## src/rtl/pacman_pkg.sv

```systemverilog
// Shared encodings for the Pac-Man motion controller and renderer.
// Exports direction, keypad-code and controller-state encodings.
package pacman_pkg;

  typedef enum logic [1:0] {
    DIR_RIGHT = 2'd0,
    DIR_LEFT  = 2'd1,
    DIR_UP    = 2'd2,
    DIR_DOWN  = 2'd3
  } dir_t;

  localparam logic [1:0] KEY_NONE  = 2'b00;
  localparam logic [1:0] VIR_UP    = 2'b01;
  localparam logic [1:0] VIR_DOWN  = 2'b10;
  localparam logic [1:0] HOR_LEFT  = 2'b01;
  localparam logic [1:0] HOR_RIGHT = 2'b10;

  typedef enum logic [1:0] {
    INIT     = 2'd0,
    IDLE     = 2'd1,
    MOVE     = 2'd2,
    WAIT_ACK = 2'd3
  } state_t;

endpackage

```

## src/rtl/pacman_motion_ctrl_if.sv

```systemverilog
// Position-update bundle from the motion controller to the renderer.
// master drives pos_x/pos_y/frame/dir/upd_req; slave returns upd_ack.
interface pacman_motion_ctrl_if;

  logic [6:0] pos_x;
  logic [5:0] pos_y;
  logic       frame;
  logic [1:0] dir;
  logic       upd_req;
  logic       upd_ack;

  modport master (
    output pos_x, pos_y, frame, dir, upd_req,
    input  upd_ack
  );

  modport slave (
    input  pos_x, pos_y, frame, dir, upd_req,
    output upd_ack
  );

endinterface

```

## src/rtl/pacman_motion_ctrl_step_prescaler.sv

```systemverilog
// Step prescaler: counts 0..DIV-1 while en, tc pulses on the last count.
// Ports: clk, rst (sync, high), clr (force 0), en, tc.
module step_prescaler #(
  parameter int DIV = 10000
) (
  input  logic clk,
  input  logic rst,
  input  logic clr,
  input  logic en,
  output logic tc
);

  localparam int W = (DIV > 1) ? $clog2(DIV) : 1;
  localparam logic [W-1:0] LAST = W'(DIV - 1);

  logic [W-1:0] cnt;

  assign tc = en && (cnt == LAST);

  always_ff @(posedge clk) begin
    if (rst || clr) begin
      cnt <= '0;
    end else if (en) begin
      cnt <= tc ? '0 : cnt + W'(1);
    end
  end

endmodule

```

## src/rtl/pacman_motion_ctrl.sv

```systemverilog
// Keypad direction to sprite position, one pixel per STEP_DIV clocks.
// Ports: clk, rst (sync, high), vir/hor keys, upd (position + req/ack).
module pacman_motion_ctrl
  import pacman_pkg::*;
#(
  parameter int STEP_DIV = 10000,
  parameter int X_MAX    = 120,
  parameter int Y_MAX    = 56,
  parameter int X_INIT   = 60,
  parameter int Y_INIT   = 28
) (
  input  logic                        clk,
  input  logic                        rst,
  input  logic [1:0]                  vir,
  input  logic [1:0]                  hor,
  pacman_motion_ctrl_if.master        upd
);

  localparam logic [6:0] XM = 7'(X_MAX);
  localparam logic [5:0] YM = 6'(Y_MAX);

  state_t     state, state_n;
  dir_t       dir, dir_n;
  logic [6:0] x, x_n, x_step;
  logic [5:0] y, y_n, y_step;
  logic       frame, frame_n;
  logic       req, req_n;
  logic       moving, moving_n;

  logic       v_ok, h_ok, key_valid;
  dir_t       key_dir, dir_eff;
  logic       pre_clr, pre_en, pre_tc;

  step_prescaler #(.DIV(STEP_DIV)) u_pre (
    .clk (clk),
    .rst (rst),
    .clr (pre_clr),
    .en  (pre_en),
    .tc  (pre_tc)
  );

  // Vertical keys win over horizontal; code 11 counts as no key.
  assign v_ok = (vir == VIR_UP) || (vir == VIR_DOWN);
  assign h_ok = (hor == HOR_LEFT) || (hor == HOR_RIGHT);
  assign key_valid = v_ok || h_ok;

  always_comb begin
    key_dir = DIR_RIGHT;
    unique case (1'b1)
      v_ok:
        key_dir = (vir == VIR_UP) ? DIR_UP : DIR_DOWN;
      !v_ok && h_ok:
        key_dir = (hor == HOR_LEFT) ? DIR_LEFT : DIR_RIGHT;
      default:
        key_dir = DIR_RIGHT;
    endcase
  end

  assign dir_eff = key_valid ? key_dir : dir;

  // Wrap by compare-and-select so odd ranges work too.
  always_comb begin
    x_step = x;
    y_step = y;
    unique case (dir_eff)
      DIR_RIGHT: x_step = (x == XM) ? 7'd0 : x + 7'd1;
      DIR_LEFT:  x_step = (x == 7'd0) ? XM : x - 7'd1;
      DIR_UP:    y_step = (y == 6'd0) ? YM : y - 6'd1;
      DIR_DOWN:  y_step = (y == YM) ? 6'd0 : y + 6'd1;
      default:   x_step = x;
    endcase
  end

  always_comb begin
    state_n  = state;
    dir_n    = dir;
    x_n      = x;
    y_n      = y;
    frame_n  = frame;
    req_n    = req;
    moving_n = moving;
    pre_clr  = 1'b1;
    pre_en   = 1'b0;
    unique case (state)
      INIT: begin
        state_n = WAIT_ACK;
        req_n   = 1'b1;
      end
      IDLE: begin
        dir_n    = dir_eff;
        moving_n = moving | key_valid;
        if (key_valid) state_n = MOVE;
      end
      MOVE: begin
        dir_n    = dir_eff;
        moving_n = moving | key_valid;
        pre_clr  = 1'b0;
        pre_en   = 1'b1;
        if (pre_tc) begin
          x_n     = x_step;
          y_n     = y_step;
          frame_n = ~frame;
          req_n   = 1'b1;
          state_n = WAIT_ACK;
        end
      end
      WAIT_ACK: begin
        dir_n    = dir_eff;
        moving_n = moving | key_valid;
        if (req && upd.upd_ack) begin
          req_n   = 1'b0;
          state_n = (moving | key_valid) ? MOVE : IDLE;
        end
      end
      default: state_n = INIT;
    endcase
  end

  always_ff @(posedge clk) begin
    if (rst) begin
      state  <= INIT;
      dir    <= DIR_RIGHT;
      x      <= 7'(X_INIT);
      y      <= 6'(Y_INIT);
      frame  <= 1'b0;
      req    <= 1'b0;
      moving <= 1'b0;
    end else begin
      state  <= state_n;
      dir    <= dir_n;
      x      <= x_n;
      y      <= y_n;
      frame  <= frame_n;
      req    <= req_n;
      moving <= moving_n;
    end
  end

  assign upd.pos_x   = x;
  assign upd.pos_y   = y;
  assign upd.frame   = frame;
  assign upd.dir     = dir;
  assign upd.upd_req = req;

endmodule

```

## src/flat_wrapper.sv

```systemverilog
// flat-port wrapper written by rule: the top's interface ports become plain ports
module pacman_motion_ctrl_flat import pacman_pkg::*;
#(
  parameter int STEP_DIV = 10000,
  parameter int X_MAX    = 120,
  parameter int Y_MAX    = 56,
  parameter int X_INIT   = 60,
  parameter int Y_INIT   = 28
)
  (clk, rst, vir, hor, upd_pos_x, upd_pos_y, upd_frame, upd_dir, upd_upd_req, upd_upd_ack);
  pacman_motion_ctrl_if upd_i ();
  input  logic clk;
  input  logic rst;
  input  logic [1:0] vir;
  input  logic [1:0] hor;
  output wire logic [$bits(upd_i.pos_x)-1:0] upd_pos_x;
  output wire logic [$bits(upd_i.pos_y)-1:0] upd_pos_y;
  output wire logic [$bits(upd_i.frame)-1:0] upd_frame;
  output wire logic [$bits(upd_i.dir)-1:0] upd_dir;
  output wire logic [$bits(upd_i.upd_req)-1:0] upd_upd_req;
  input wire logic [$bits(upd_i.upd_ack)-1:0] upd_upd_ack;
  assign upd_pos_x = upd_i.pos_x;
  assign upd_pos_y = upd_i.pos_y;
  assign upd_frame = upd_i.frame;
  assign upd_dir = upd_i.dir;
  assign upd_upd_req = upd_i.upd_req;
  assign upd_i.upd_ack = upd_upd_ack;
  pacman_motion_ctrl #(.STEP_DIV(STEP_DIV), .X_MAX(X_MAX), .Y_MAX(Y_MAX), .X_INIT(X_INIT), .Y_INIT(Y_INIT)) u_core (.clk(clk), .rst(rst), .vir(vir), .hor(hor), .upd(upd_i));
endmodule
```

## config.mk

```make
export PLATFORM = sky130hd
export DESIGN_NAME = pacman_motion_ctrl_flat
export DESIGN_NICKNAME = d
export VERILOG_FILES = /design/src/rtl/pacman_pkg.sv /design/src/rtl/pacman_motion_ctrl_if.sv /design/src/rtl/pacman_motion_ctrl_step_prescaler.sv /design/src/rtl/pacman_motion_ctrl.sv /design/src/flat_wrapper.sv
export SDC_FILE = /design/constraint.sdc
export NUM_CORES = 1
export LEC_CHECK = 0
export ABC_AREA = 1
export CELL_PAD_IN_SITES_DETAIL_PLACEMENT = 1
export CELL_PAD_IN_SITES_GLOBAL_PLACEMENT = 1
export CORE_ASPECT_RATIO = 0.9
export CORE_UTILIZATION = 43
export CTS_CLUSTER_DIAMETER = 30
export DETAILED_ROUTE_END_ITERATION = 16
export GPL_TIMING_DRIVEN = 0
export PLACE_DENSITY = 0.87
export SLEW_MARGIN = 30
export SYNTH_ARGS = -nofsm -noshare
export SYNTH_HDL_FRONTEND = slang
export SYNTH_SLANG_ARGS = --single-unit
export TNS_END_PERCENT = 5
```

## constraint.sdc

```tcl
create_clock -name clk -period 3.9 [get_ports clk]
set_clock_uncertainty 0.15 [all_clocks]
set_input_delay 0.78 -clock clk [delete_from_list [all_inputs] [get_ports clk]]
set_output_delay 0.78 -clock clk [all_outputs]
set_load 0.005 [all_outputs]
```

==> flow_metrics.env <==
export IMPL_status="completed"
export IMPL_maxSlewHeadroom=0.610
export IMPL_finalCritPeriodShare=0.672
export IMPL_dpl_cell_count=462
export IMPL_htree_levels=2
export IMPL_cts_hold_buf=0
export IMPL_synth_top_area_cell="dfxtp_1"
export IMPL_die_h_microns=71.9
export IMPL_num_vias=2435
export IMPL_fmax_mhz=382
export IMPL_hold_path_depth=2
export IMPL_final_cell_mix="nand2_1, nor2_1, inv_1, dfxtp_1, nand3_1"
export IMPL_die_width_microns=79.6
export IMPL_drtIter0Drc=52
export IMPL_clock_sinks=34
export IMPL_reg2reg_slack_ns=2.08
export IMPL_io_buffer_count=23
export IMPL_slew_violations=0
export IMPL_hold_violations=0
export IMPL_clockBufferDepth=2
export IMPL_rsz0062_at_grt="no"
export IMPL_cts_buffers_inserted=5
export IMPL_hold_start="u_core.upd.frame"
export IMPL_grt_ovfl_total=0
export IMPL_synth_top_cells_by_area="dfxtp_1, nand2_1, nor2_1"
export IMPL_finalCriticalPeriod_ns=2.62
export IMPL_ir_drop_v=0.000187
export IMPL_utilization=0.524
export IMPL_instances_no_fill=470
export IMPL_r2r_end="u_core.upd.pos_y[3]"
export IMPL_tightest_slew_ns=0.586
export IMPL_cp_arrival_ns=2.65
export IMPL_ys_ff_latch=34
export IMPL_r2r_cells=8
export IMPL_worstSetupPathType="in2reg"
export IMPL_cap_viol_max_count=0
export IMPL_synthCells=372
export IMPL_gp_congestion=0.839
export IMPL_drive_gt1_frac=0.0819
export IMPL_final_common_cell="nand2_1"
export IMPL_synth_area_sq_um=2330
export IMPL_antennaDiodeCount=0
export IMPL_avgViaCountPerCell=5.18
export IMPL_synth_warnings=0
export IMPL_routedWlPerCell_microns=13.5
export IMPL_tns_ns=0
export IMPL_clockRootBuffer="clkbuf_8"
export IMPL_post_cts_resized=0
export IMPL_grt_max_degree=11
export IMPL_synth_top_area_share=0.292
export IMPL_core_area_sq_um=5220
export IMPL_clk_pin_slew_ns=0.07
export IMPL_ys_types=26
export IMPL_syn_area_per_cell_sq_um=6.27
export IMPL_drt_wl_total_microns=6330
export IMPL_required_ns=3.93
export IMPL_crit_fanout=5
export IMPL_row_count=25
export IMPL_detail_route_antenna_nets=0
export IMPL_p_leak_nw=1.22
export IMPL_fin_nets=418
export IMPL_reg2reg_from="u_core.upd.pos_y[0]"
export IMPL_post_dp_hpwl_microns=4800
export IMPL_grt_util_all_layers=0.240
export IMPL_clk_latency_ns=0.29
export IMPL_synth_nets=388
export IMPL_pin_count=24
export IMPL_synthToLayoutAreaGrowth_pct=17.4
export IMPL_hold_path_class="reg2reg"
export IMPL_start_util=0.446
export IMPL_synth_seq_area_share=0.292
export IMPL_powerDensity_nw_per_um2=301
export IMPL_crit_path_start_kind="primary input"
export IMPL_firstDrtPassIters=4
export IMPL_grt_pass1_vias=2383
export IMPL_die_area_sq_um=5720
export IMPL_grt_first_pass_wirelength_microns=10800
export IMPL_post_cts_buffers=0
export IMPL_grt_antenna_before_repair=0
export IMPL_drc_errors=0
export IMPL_hold_end="u_core.upd.frame"
export IMPL_setup_viol=0
export IMPL_critPathCaptureType="flop"
export IMPL_cts_tree="done"
-- metrics by stage --
stage                     cell area, sq um  worst slack, ns  hold slack, ns  total power [W]
after global routing                  2740             1.03           0.354         0.000869
final                                 2740             1.28           0.317         0.000825
after detailed placement              2650             1.01           0.312         0.000552
after floorplan                       2330             1.77           0.268         0.000494
after CTS                             2740             1.28           0.323         0.000832
after global placement                2650             1.06           0.281         0.000545
-- power breakdown --
group / total, W / internal, W / switching, W
clock: 0.000278 / 0.000143 / 0.000135
combinational: 0.000164 / 0.0000587 / 0.000105
sequential: 0.000384 / 0.000364 / 0.0000197
total: 0.000825 / 0.000565 / 0.000260
-- cells in the mapped netlist --
library cell and n:
nand2_1 98, nand3b_1 2, o21ai_1 2, inv_1 45, nand2_2 4, dfxtp_1 34, buf_2 2, nor2_2 2
xor2_1 9, and2_2 1, a21oi_1 17, nor3_1 5, buf_4 2, inv_2 4, nor2_4 5, nor3b_1 2
nand3_1 32, ha_1 9, o31ai_1 1, clkbuf_1 2, a21oi_4 1, xnor2_1 3, nand3_2 5, o21ai_0 14
nor2_1 60, nand4_1 11
-- kinds of logic (layout without fill, tap and decap cells) --
group,after synthesis,after routing,share of synthesized area
compound gates,35,35,0.0810
xor+xnor,12,12,0.0451
fa+ha+maj,9,9,0.0483
buf+inv,55,86,0.0928
flops,34,34,0.292
simple gates,227,227,0.441
-- how the worst max path moves through the flow --
stage | startpoint | endpoint | slack [ns]
final | hor[0] | u_core.upd.pos_x[5] | 1.28
after global routing | hor[0] | u_core.upd.pos_y[2] | 1.03
after CTS | hor[0] | u_core.upd.pos_x[5] | 1.28
after detailed placement | hor[0] | u_core.upd.pos_y[2] | 1.01
after global placement | hor[0] | u_core.upd.pos_y[2] | 1.06
after floorplan | hor[0] | u_core.upd.pos_y[5] | 1.77
-- worst max-delay path: stages --
cell and delay [ns]:
clkdlybuf4s50_1 0.48, inv_1 0.05, ha_1 0.38, inv_1 0.11
nand3_1 0.13, nand3_2 0.16, nand2_2 0.12, nand2_1 0.15
inv_1 0.07, nand2_1 0.06, nand2_1 0.05, nand2_1 0.05
nand2_1 0.05
-- registers in the layout (all words and copies together), names as in the netlist --
| name | flops |
|---|---|
| u_core.upd.frame | 1 |
| u_core.upd.pos_x | 7 |
| u_core.moving | 1 |
| u_core.u_pre.cnt | 14 |
| u_core.upd.pos_y | 6 |
| u_core.state | 2 |
| u_core.upd.dir | 2 |
| u_core.upd.upd_req | 1 |
-- per-layer routing --
layer  track usage  vias up  part of all wire  routed length (microns)
met5             0        -                 0                        0
met4        0.0909        0             0.016                      103
met3        0.0459       12             0.039                      250
met2         0.401       42              0.46                     2900
met1         0.305     1138              0.49                     3080
li1              -     1243                 -                        -
-- cell type report --
| class | count | area, sq um |
|---|---|---|
| fillers | 749 | 2490 |
| multi-input cells | 283 | 1440 |
| flip-flops and latches | 34 | 681 |
| repair buffers | 23 | 230 |
| inverters | 49 | 184 |
| clock buffers | 7 | 86.3 |
| well taps | 67 | 83.8 |
| plain buffers | 6 | 32.5 |
| clock inverters | 1 | 5.00 |
Note: power is estimated with default switching activity, not from simulation.
